<file path="config.mk">
export PLATFORM = sky130hd
export DESIGN_NAME = ncc_scheduler
export DESIGN_NICKNAME = d
export VERILOG_FILES = /design/src/rtl/ncc_sched_pkg.sv /design/src/rtl/ncc_sched_addr_gen.sv /design/src/rtl/ncc_scheduler.sv
export SDC_FILE = /design/constraint.sdc
export NUM_CORES = 1
export LEC_CHECK = 0
export CAP_MARGIN = 25
export CORE_UTILIZATION = 65
export CTS_BUF_LIST = sky130_fd_sc_hd__clkbuf_4 sky130_fd_sc_hd__clkbuf_8
export DETAILED_ROUTE_END_ITERATION = 10
export DONT_BUFFER_PORTS = 1
export MAX_ROUTING_LAYER = met4
export PLACE_DENSITY = 0.81
export RECOVER_POWER = 100
export SLEW_MARGIN = 10
export SYNTH_ARGS = -nofsm -noshare
export SYNTH_HDL_FRONTEND = slang
export SYNTH_HIERARCHICAL = 1
export SYNTH_SLANG_ARGS = --single-unit
</file>
<file path="constraint.sdc">
create_clock -name clk -period 3.2 [get_ports clk]
set_input_delay 0.32 -clock clk [delete_from_list [all_inputs] [get_ports clk]]
set_output_delay 0.32 -clock clk [all_outputs]
set_load 0.01 [all_outputs]
</file>
<file path="src/rtl/ncc_sched_pkg.sv">
// Shared types and constants for the NCC array control sequencer.
package ncc_sched_pkg;

  typedef enum logic [2:0] {
    S_IDLE,
    S_DESC_LOAD,
    S_WIN_STREAM,
    S_DRAIN,
    S_DONE
  } ncc_sched_state_t;

  localparam int DESC_PIX_PER_WORD = 4;
  localparam int DEF_ROWS          = 16;
  localparam int DEF_COLS          = 16;
  localparam int DESC_WORDS        = DEF_ROWS * DEF_COLS / DESC_PIX_PER_WORD;

endpackage

</file>
<file path="src/rtl/ncc_sched_addr_gen.sv">
// Two-level wrapping counter: inner runs 0..INNER_N-1, outer steps on each inner wrap.
module ncc_sched_addr_gen #(
  parameter int INNER_N = 4,
  parameter int OUTER_N = 16,
  parameter int IW      = 2,
  parameter int OW      = 4
) (
  input  logic          clk,
  input  logic          rst,
  input  logic          en,
  input  logic          clr,
  output logic [IW-1:0] inner,
  output logic [OW-1:0] outer,
  output logic          wrap
);

  logic inner_last;

  assign inner_last = (inner == IW'(INNER_N - 1));
  assign wrap       = inner_last && (outer == OW'(OUTER_N - 1));

  // clr has priority over en so an abort on a handshake cycle leaves the count at zero
  always_ff @(posedge clk) begin
    if (rst || clr) begin
      inner <= '0;
      outer <= '0;
    end else if (en) begin
      if (inner_last) begin
        inner <= '0;
        outer <= wrap ? '0 : outer + 1'b1;
      end else begin
        inner <= inner + 1'b1;
      end
    end
  end

endmodule

</file>
<file path="src/rtl/ncc_scheduler.sv">
// Descriptor/window sequencer for the 16x16 log-domain NCC PE array.
// Define NCC_SCHED_PERF_EN to add the stall_cycles performance counter.
module ncc_scheduler
  import ncc_sched_pkg::*;
#(
  parameter int ROWS  = 16,
  parameter int COLS  = 16,
  parameter int WIN_W = 640,
  parameter int WIN_H = 32
) (
  input  logic                         clk,
  input  logic                         rst,
  input  logic                         start,
  input  logic                         abort,
  input  logic                         desc_valid,
  input  logic [31:0]                  desc_data,
  output logic                         desc_ready,
  input  logic                         win_valid,
  input  logic [7:0]                   win_pixel,
  output logic                         win_ready,
  output logic                         load_desc_en,
  output logic [$clog2(ROWS)-1:0]      desc_row,
  output logic [$clog2(COLS/4)-1:0]    desc_col_group,
  output logic [31:0]                  desc_word,
  output logic [7:0]                   win_pixel_out,
  output logic                         load_win_reg,
  output logic                         load_acc_sum_reg,
  output logic                         result_valid,
  output logic [$clog2(WIN_W)-1:0]     result_x,
  output logic [$clog2(WIN_H)-1:0]     result_y,
  output logic                         busy,
  output logic                         done
`ifdef NCC_SCHED_PERF_EN
  ,
  output logic [31:0]                  stall_cycles
`endif
);

  localparam int GROUPS = COLS / DESC_PIX_PER_WORD;
  localparam int RW     = $clog2(ROWS);
  localparam int GW     = $clog2(GROUPS);
  localparam int XW     = $clog2(WIN_W);
  localparam int YW     = $clog2(WIN_H);

  ncc_sched_state_t state;

  logic          desc_hs, win_hs, start_go, kill, cnt_clr;
  logic [GW-1:0] grp_cnt;
  logic [RW-1:0] row_cnt;
  logic          desc_last;
  logic [XW-1:0] x_cnt;
  logic [YW-1:0] y_cnt;
  logic          win_last;
  logic          res_pend;
  logic [XW-1:0] res_x_pend;
  logic [YW-1:0] res_y_pend;

  assign desc_ready = (state == S_DESC_LOAD);
  assign win_ready  = (state == S_WIN_STREAM);
  assign busy       = (state != S_IDLE);
  assign done       = (state == S_DONE);
  assign desc_hs    = desc_ready && desc_valid;
  assign win_hs     = win_ready && win_valid;
  assign kill       = abort && (state != S_IDLE);
  assign start_go   = (state == S_IDLE) && start && !abort;
  assign cnt_clr    = start_go || kill;

  ncc_sched_addr_gen #(
    .INNER_N(GROUPS), .OUTER_N(ROWS), .IW(GW), .OW(RW)
  ) u_desc_addr (
    .clk(clk), .rst(rst), .en(desc_hs), .clr(cnt_clr),
    .inner(grp_cnt), .outer(row_cnt), .wrap(desc_last)
  );

  ncc_sched_addr_gen #(
    .INNER_N(WIN_W), .OUTER_N(WIN_H), .IW(XW), .OW(YW)
  ) u_win_addr (
    .clk(clk), .rst(rst), .en(win_hs), .clr(cnt_clr),
    .inner(x_cnt), .outer(y_cnt), .wrap(win_last)
  );

  // Abort drops every pending pulse, including a result still one stage from the output
  always_ff @(posedge clk) begin
    if (rst || kill) begin
      state            <= S_IDLE;
      load_desc_en     <= 1'b0;
      desc_row         <= '0;
      desc_col_group   <= '0;
      desc_word        <= '0;
      win_pixel_out    <= '0;
      load_win_reg     <= 1'b0;
      load_acc_sum_reg <= 1'b0;
      res_pend         <= 1'b0;
      res_x_pend       <= '0;
      res_y_pend       <= '0;
      result_valid     <= 1'b0;
      result_x         <= '0;
      result_y         <= '0;
    end else begin
      load_desc_en     <= desc_hs;
      load_win_reg     <= win_hs;
      load_acc_sum_reg <= win_hs;
      res_pend         <= win_hs && (x_cnt >= XW'(COLS - 1));
      result_valid     <= res_pend;
      if (res_pend) begin
        result_x <= res_x_pend;
        result_y <= res_y_pend;
      end
      if (desc_hs) begin
        desc_word      <= desc_data;
        desc_row       <= row_cnt;
        desc_col_group <= grp_cnt;
      end
      if (win_hs) begin
        win_pixel_out <= win_pixel;
        res_x_pend    <= x_cnt - XW'(COLS - 1);
        res_y_pend    <= y_cnt;
      end
      case (state)
        S_IDLE:       if (start_go) state <= S_DESC_LOAD;
        S_DESC_LOAD:  if (desc_hs && desc_last) state <= S_WIN_STREAM;
        S_WIN_STREAM: if (win_hs && win_last) state <= S_DRAIN;
        S_DRAIN:      state <= S_DONE;
        S_DONE:       state <= S_IDLE;
        default:      state <= S_IDLE;
      endcase
    end
  end

`ifdef NCC_SCHED_PERF_EN
  always_ff @(posedge clk) begin
    if (rst || start_go) begin
      stall_cycles <= '0;
    end else if (win_ready && !win_valid && (stall_cycles != '1)) begin
      stall_cycles <= stall_cycles + 1'b1;
    end
  end
`endif

endmodule
</file>
# After elaboration in Yosys (flattened, before gate mapping)
# Cells that the tools add are included.
[op_classes]
addsub = 5
magnitude_cmp = 1
n_eq_ne = 11
n_mux = 8
n_reduce_logical = 19
[op_table]
columns = ["cell", "n"]
rows = [
  ["3-bit one-hot mux with 4 select lines", 1],
  ["10-bit by 1-bit adder with 10-bit output (second input constant)", 1],
  ["10-bit == test (second input constant)", 1],
  ["10-bit by 4-bit >= comparator with 1-bit output (second input constant)", 1],
  ["1-bit logical AND", 10],
  ["10-bit 2-to-1 mux", 1],
  ["10-bit by 4-bit subtractor with 10-bit output (second input constant)", 1],
  ["3-bit 2-to-1 mux", 3],
  ["3-bit by 2-bit == test with 1-bit output (second input constant)", 2],
  ["5-bit by 1-bit adder with 5-bit output (second input constant)", 1],
  ["5-bit == test (second input constant)", 1],
  ["5-bit 2-to-1 mux", 1],
  ["4-bit by 1-bit adder with 4-bit output (second input constant)", 1],
  ["4-bit == test (second input constant)", 1],
  ["4-bit 2-to-1 mux", 1],
  ["2-bit by 1-bit != test with 1-bit output (second input constant)", 2],
  ["2-bit AND reduction", 2],
  ["3-bit by 1-bit == test with 1-bit output (second input constant)", 1],
  ["3-bit == test (second input constant)", 1],
  ["3-bit logical NOT", 1],
  ["1-bit logical OR", 3],
  ["3-bit AND reduction", 1],
  ["3-bit nonzero test", 1],
  ["2-bit by 1-bit adder with 2-bit output (second input constant)", 1],
  ["4 further kinds", 4],
]
[word_totals]
ff_bits = 104

# Logic depth before layout (Yosys ltp)
# Gate-level depths: netlist of the first run.
[logic_depth]
ltp_word = 5
depth_mapped = 10
mapped_depth_nobuf = 8

# Cells and area by module
# The synthesis of the first run kept the hierarchy.
[by_module_without_submodules]
columns = ["module", "n_inst", "cells_each", "area_per_inst_um2", "seq_area_each_um2"]
rows = [
  ["ncc_scheduler", 1, 362, 3163.0, 1661.6],
  ["ncc_sched_addr_gen (u_win_addr)", 1, 91, 778.2, 300.3],
  ["ncc_sched_addr_gen (u_desc_addr)", 1, 33, 285.3, 120.1],
]

# Worst setup path before layout of the first run
# OpenSTA, ideal clock, no wires.
[synth_timing]
kind = "reg-to-reg"
start = "register state[0]"
end = "register u_win_addr.outer[0]"
setup_ps = 87
arrival_time_ps = 2219
t_required_ps = 3113
path_slack_ps = 894
stages_incl_launch_ff = 11
period_less_slack_ps = 2306
path_cell_list = "dfxtp_1 > buf_6 > nand4bb_1 > buf_4 > inv_4 > buf_2 > buf_4 > or3b_1 > buf_2 > or4_4 > o31ai_1"
[synth_between]
elab_cells_between_ends = 10
[synth_rtl]
columns = ["element", "line", "rtl"]
rows = [
  ["from (decl)", "ncc_scheduler.sv:45", "ncc_sched_state_t state;"],
  ["from (signal assigned)", "ncc_scheduler.sv:85", "state <= S_IDLE;"],
  ["from (signal assigned)", "ncc_scheduler.sv:120", "S_IDLE: if (start_go) state <= S_DESC_LOAD;"],
  ["from (signal assigned)", "ncc_scheduler.sv:121", "S_DESC_LOAD: if (desc_hs && desc_last) state <= S_WIN_STREAM;"],
  ["3-bit by 2-bit == test with 1-bit output", "ncc_scheduler.sv:59", "assign win_ready = (state == S_WIN_STREAM);"],
  ["1-bit logical AND", "ncc_scheduler.sv:63", "assign win_hs = win_ready && win_valid;"],
  ["net win_hs", "ncc_scheduler.sv:47", "logic desc_hs, win_hs, start_go, kill, cnt_clr;"],
  ["2-bit AND reduction (no line)", "--", ""],
  ["to (signal assigned)", "ncc_sched_addr_gen.sv:30", "outer <= wrap ? '0 : outer + 1'b1;"],
  ["to (decl)", "ncc_sched_addr_gen.sv:13", "output logic [OW-1:0] outer,"],
]
# The timed path passes the listed nets, and every way through them passes these cells.
# A chain may end at the register's enable or synchronous reset.

# Worst setup path in the final report of the first run
[layout_timing]
start = "register state[0]"
end = "register u_desc_addr.outer[3]"
[layout_between]
elab_chain_cells = 5
elab_cells_between_ends = 10
[layout_lines]
columns = ["element", "line", "rtl"]
rows = [
  ["3-bit logical NOT", "ncc_scheduler.sv:65", "assign start_go = (state == S_IDLE) && start && !abort;"],
  ["1-bit logical AND (2 in series)", "ncc_scheduler.sv:65", ""],
  ["1-bit logical OR", "ncc_scheduler.sv:66", "assign cnt_clr = start_go || kill;"],
  ["1-bit logical OR", "ncc_sched_addr_gen.sv:24", "if (rst || clr) begin"],
  ["to (signal assigned)", "ncc_sched_addr_gen.sv:30", ""],
  ["to (decl)", "ncc_sched_addr_gen.sv:13", ""],
]
# Parallel ways exist; a longest one is shown, timed or not.

==> results of run 1 <==
==> layer usage <==
layer / vias to the layer above / part of all wire
met5: - / 0
met4: 0 / 0.011
met3: 10 / 0.084
met2: 103 / 0.47
met1: 1521 / 0.43
li1: 1640 / -
==> Yosys cell counts (4+ instances only) <==
| cell | instances | area (µm²) |
|---|---|---|
| nor3b_1 | 6 | 45.0 |
| mux2i_1 | 17 | 170 |
| and4_1 | 4 | 35.0 |
| buf_4 | 7 | 52.6 |
| xnor2_1 | 4 | 35.0 |
| ha_1 | 6 | 75.1 |
| o21ai_0 | 8 | 40.0 |
| nand3_1 | 7 | 35.0 |
| buf_2 | 8 | 40.0 |
| a21oi_1 | 66 | 330 |
| o31ai_1 | 5 | 37.5 |
| nand4_1 | 7 | 43.8 |
| nor2_1 | 38 | 143 |
| a211oi_1 | 7 | 52.6 |
| nand2_1 | 117 | 439 |
| and3_1 | 4 | 25.0 |
| clkbuf_1 | 12 | 45.0 |
| nor3_1 | 4 | 20.0 |
| buf_6 | 5 | 56.3 |
| dfxtp_1 | 104 | 2080 |
| xor2_1 | 5 | 43.8 |
| or3_1 | 7 | 43.8 |
==> power by group through the flow <==
| stage | sequential [mW] | combinational, mW | clock, mW |
|---|---|---|---|
| global placement | 1.35 | 0.0755 | 0 |
| global route | 1.33 | 0.0881 | 0.822 |
| detailed placement | 1.35 | 0.0780 | 0 |
| finish | 1.32 | 0.0759 | 0.750 |
| CTS | 1.32 | 0.0781 | 0.770 |
| floorplan | 1.35 | 0.0753 | 0 |
==> worst reg2reg max path, cell delays in order (launching register included) <==
cell       delay, ns
dfxtp_1         0.58
nand4bb_4       0.14
inv_1           0.92
nand3_1         0.22
or3_1           0.42
a21oi_1         0.15
==> cell type report <==
| class | instances | area, µm² |
|---|---|---|
| inverters | 4 | 16.3 |
| clock inverters | 6 | 51.3 |
| multi-input cells | 346 | 1910 |
| fillers | 536 | 2000 |
| clock buffers | 10 | 131 |
| repair buffers | 5 | 35.0 |
| flip-flops and latches | 104 | 2080 |
| well taps | 77 | 96.3 |
==> worst paths after layout <==
check                           cells past startpoint                    to  slack, ns
worst max-delay path                                5  u_desc_addr/outer[3]       0.72
worst min-delay path                                2          desc_word[2]       0.08
worst max register to register                      5  u_desc_addr/outer[3]       0.72
worst min register to register                      2         res_x_pend[4]       0.47
==> logic make-up after synthesis <==
kind of cell | after synthesis
AND/OR/NAND/NOR | 213
flip-flops | 104
AO/OA/AOI/OAI | 101
buffers and inverters | 36
multiplexers | 17
XOR/XNOR | 9
adder cells (fa/ha/maj) | 6
==> per-stage QoR <==
step | setup slack [ns] | instance area, µm² | utilization
after floorplan | 0.894 | 4230 | -
after global placement | 0.992 | 4170 | 0.660
after detailed placement | 0.885 | 4170 | 0.660
after CTS | 0.842 | 4350 | 0.689
after global routing | 0.462 | 4320 | 0.684
final | 0.717 | 4320 | 0.684
==> results.toml, run 1 <==
[synthesis]
synth_xor_xnor_area_share = 0.0187
muxShareOfSynthArea = 0.0403
netlist-cell-type-count = 53
ys_seq_elements = 104
synth.avg_cell_area_um2 = 8.70
synthCells = 486
yosys_most_used_dff = "dfxtp_1"
synth_compound_area_frac = 0.145
seq_area_frac_synth = 0.493
synth_edf_count = 0
synth_top_family_by_area = "simple AND/OR/NAND/NOR gates"
async_flop_share = 0
yosys_warnings = 6
synth-simple-area-share = 0.236
synthAdderAreaFrac = 0.0178
synth_fp_nets = 538
netlist_area_um2 = 4230

[die]
core_um2 = 6310
die_x_um = 82.6
num_io_pins = 115
start_util = 0.669
std_cell_rows = 29
dieArea_um2 = 6830
die_h_um = 82.6

[timing]
skew_ns = 0.0117
hold_slack_ns = 0.0819
hold_violations = 0
finalCritPeriodShare = 0.776
rsz0062_at_grt = "false"
relSlewSlack = 0.158
tightestPinTransition_ns = 1.26
setup_viol = 0
final_max_slew_viol_count = 0
tns_ns = 0
max_freq_ghz = 0.403
period_minus_slack_ns = 2.48

[hold_path]
hp-start = "desc_data[2]"
worstHoldPathType = "in2reg"

[pwr]
p_comb_frac = 0.035
ir_worst_vdd_v = 0.000354
clkPwrFrac = 0.349
swShare = 0.242
power_density_nw_per_um2 = 498
p_int_mw = 1.63
p_sw_mw = 0.520
power_frac_seq = 0.616
report.power.total_mw = 2.15
power_leakage_nw = 1.40

[clock_network]
post_cts_buffers = 0
ctsHoldBuffers = 0
clock_path_buffers = 2
clock-root-buffer = "clkbuf_8"
cts_tree = "built"
path_clk_slew_ns = 0.10
clock_latency_ns = 0.36
h-tree-depth = 3
numClockSinks = 104
numCtsBuffers = 9
ctsResizeCount = 0

[grt]
antenna_found_initial = 0
grt_pass1_wl_um = 12400
grtUsageMet3 = 0.0868
grt_pass1_vias = 2794
grt_remaining_overflow = 0
grt_util_met1 = 0.288
grt_util_met2 = 0.392
grt_max_degree = 46
busiest_layer = "met2"
grt_use_total = 0.247

[worst_setup_path]
crit_chain = "nand4bb_4 -> inv_1 -> nand3_1 -> or3_1 -> a21oi_1"
crit_buf_inv = 1
cp_max_fo = 45
r2r_start = "state[0]"
critPathRequiredTime_ns = 3.50
worstPathArrival_ns = 2.78
cp-start-kind = "register"
crit_start = "state[0]"
end_kind = "register"
cp_top_family = "buffers and inverters"
cpPeakStageDelay_ns = 0.92
worst-setup-path-type = "reg2reg"
slowest_stage = "inv_1"

[route]
drt_wl_total_um = 8470
remaining_drc_errors = 0
first_pass_iters = 4
postRouteAntennaNets = 0
num_vias = 3274
drtIter0Drc = 104
wire_per_inst_um = 15.3
viasPerCell = 5.93

[finish]
layout-drive-gt1-share = 0.0589
diodes = 0
layout.cells.non_filler = 552
final_cell_mix = "nand2_1, dfxtp_1, a21oi_1"
area_growth_syn_to_layout_pct = 2.16
nets = 522
layout_commonest_cell = "nand2_1"
largest_register_ffs = 32
regMostFlops = "desc_word"

[placement]
globalplace.congestion = 0.846
dpl.hpwl_um = 5930
dp_cells = 536
port_buffers = 0

[run_status]
outcome = "complete, no violations"

[run]
max_cap_viol_count = 0
Power figures use the tool's default switching activity.
==> inputs of run 2 (changes only) <==
==> constraint.sdc (replaced) <==
create_clock -name clk -period 2.5 [get_ports clk]
set_input_delay 0.25 -clock clk [delete_from_list [all_inputs] [get_ports clk]]
set_output_delay 0.25 -clock clk [all_outputs]
set_load 0.01 [all_outputs]
==> results.toml, run 2 (synthesized netlist as in run 1, its figures left out) <==
[placement]
globalplace.congestion = 0.829
dpl.hpwl_um = 5990
port_buffers = 0
place_area_um2 = 4200
dp_slack_ns = 0.396

[clock_network]
numCtsBuffers = 9
cts_tree = "built"
h-tree-depth = 3
numClockSinks = 104
ctsHoldBuffers = 4
clock_latency_ns = 0.36
post_cts_buffers = 0
path_clk_slew_ns = 0.11
clock_path_buffers = 2
ctsResizeCount = 0
clock-root-buffer = "clkbuf_8"

[finish]
final_cell_mix = "nand2_1, dfxtp_1, a21oi_1"
layout-drive-gt1-share = 0.0631
diodes = 0
design_area_um2 = 4500
largest_register_ffs = 32
nets = 538
fillers = 506
regMostFlops = "desc_word"
area_growth_syn_to_layout_pct = 6.57
layout_commonest_cell = "nand2_1"

[worst_setup_path]
cp_max_fo = 13
r2r_end = "u_win_addr/inner[1]"
r2r_slack_ns = 0.39
reg2reg_depth = 5
worstPathArrival_ns = 2.35
crit_start = "state[2]"
r2r_start = "state[2]"
end_kind = "register"
worst-setup-path-type = "reg2reg"
cp-start-kind = "register"
cp-endpoint = "u_win_addr/inner[1]"
critPathRequiredTime_ns = 2.73

[timing]
max_freq_ghz = 0.473
skew_ns = 0.0114
setup_viol = 0
hold_violations = 0
relSlewSlack = 0.403
hold_slack_ns = 0.00429
finalCritPeriodShare = 0.845
tightestPinTransition_ns = 0.894
rsz0062_at_grt = "false"
timing.final.ws_setup_ns = 0.387
tns_ns = 0
final_max_slew_viol_count = 0
period_minus_slack_ns = 2.11

[die]
die_h_um = 82.6
core_um2 = 6310
die_x_um = 82.6
dieArea_um2 = 6830
num_io_pins = 115
start_util = 0.669
std_cell_rows = 29

[route]
wire_per_inst_um = 15.5
drt_wl_total_um = 8780
remaining_drc_errors = 0
viasPerCell = 5.92
drtIter0Drc = 128
postRouteAntennaNets = 0
num_vias = 3364
first_pass_iters = 4

[run_status]
outcome = "complete, no violations"

[hold_path]
worstHoldPathType = "in2reg"
hp-start = "desc_data[19]"

[pwr]
report.power.total_mw = 3.00
ir_worst_vdd_v = 0.000450
power_leakage_nw = 1.49
power_density_nw_per_um2 = 666

[grt]
antenna_found_initial = 0
grt_remaining_overflow = 0
grt_max_degree = 72
grt_pass1_wl_um = 12700
grt_use_total = 0.253
grt_pass1_vias = 2729

[run]
max_cap_viol_count = 0
==> run 2: layer usage <==
| metal | global-route usage | routed length [µm] | up-vias |
|---|---|---|---|
| met5 | - | 0 | - |
| met4 | 0.103 | 63 | 0 |
| met3 | 0.0604 | 702 | 6 |
| met2 | 0.391 | 4170 | 108 |
| met1 | 0.319 | 3850 | 1570 |
| li1 | - | - | 1680 |
==> run 2: worst min path at each step <==
stage                  endpoint  slack (ns)  cells after the start
3_3_place_gp       desc_word[7]        0.39                      2
4_1_cts           desc_word[26]      0.0004                      2
5_1_grt           desc_word[31]      0.0002                      2
2_1_floorplan  win_pixel_out[0]        0.38                      2
3_5_place_dp      desc_word[14]        0.39                      2
6_report          desc_word[19]       0.004                      2
==> run 2: where the power goes <==
| part | internal (mW) | switching [mW] | leakage [nW] |
|---|---|---|---|
| registers | 1.67 | 0.0188 | 0.839 |
| clock network | 0.586 | 0.606 | 0.119 |
| logic | 0.0362 | 0.0790 | 0.530 |
| total | 2.30 | 0.704 | 1.49 |
==> run 2: final cells by class <==
class	count	area, µm²	share of cell area
Clock buffer	9	124	0.0275
Timing Repair Buffer	21	171	0.0381
Inverter	4	17.5	0.00389
Sequential cell	104	2080	0.462
Multi-Input combinational cell	346	1900	0.422
Tap cell	77	96.3	0.0214
Clock inverter	7	114	0.0253
==> run 2: through the flow <==
stage,cells,util
6_report,568,0.713
5_1_grt,568,0.713
4_1_cts,561,0.710
3_5_place_dp,541,0.666
3_3_place_gp,541,0.666
2_1_floorplan,486,-
==> run 2: worst max-delay path, cell delays in order (launching register included) <==
cell	delay, ns
dfxtp_1	0.40
nand4bb_1	0.28
inv_4	0.19
or3b_1	0.48
o31ai_2	0.53
nor2_1	0.11
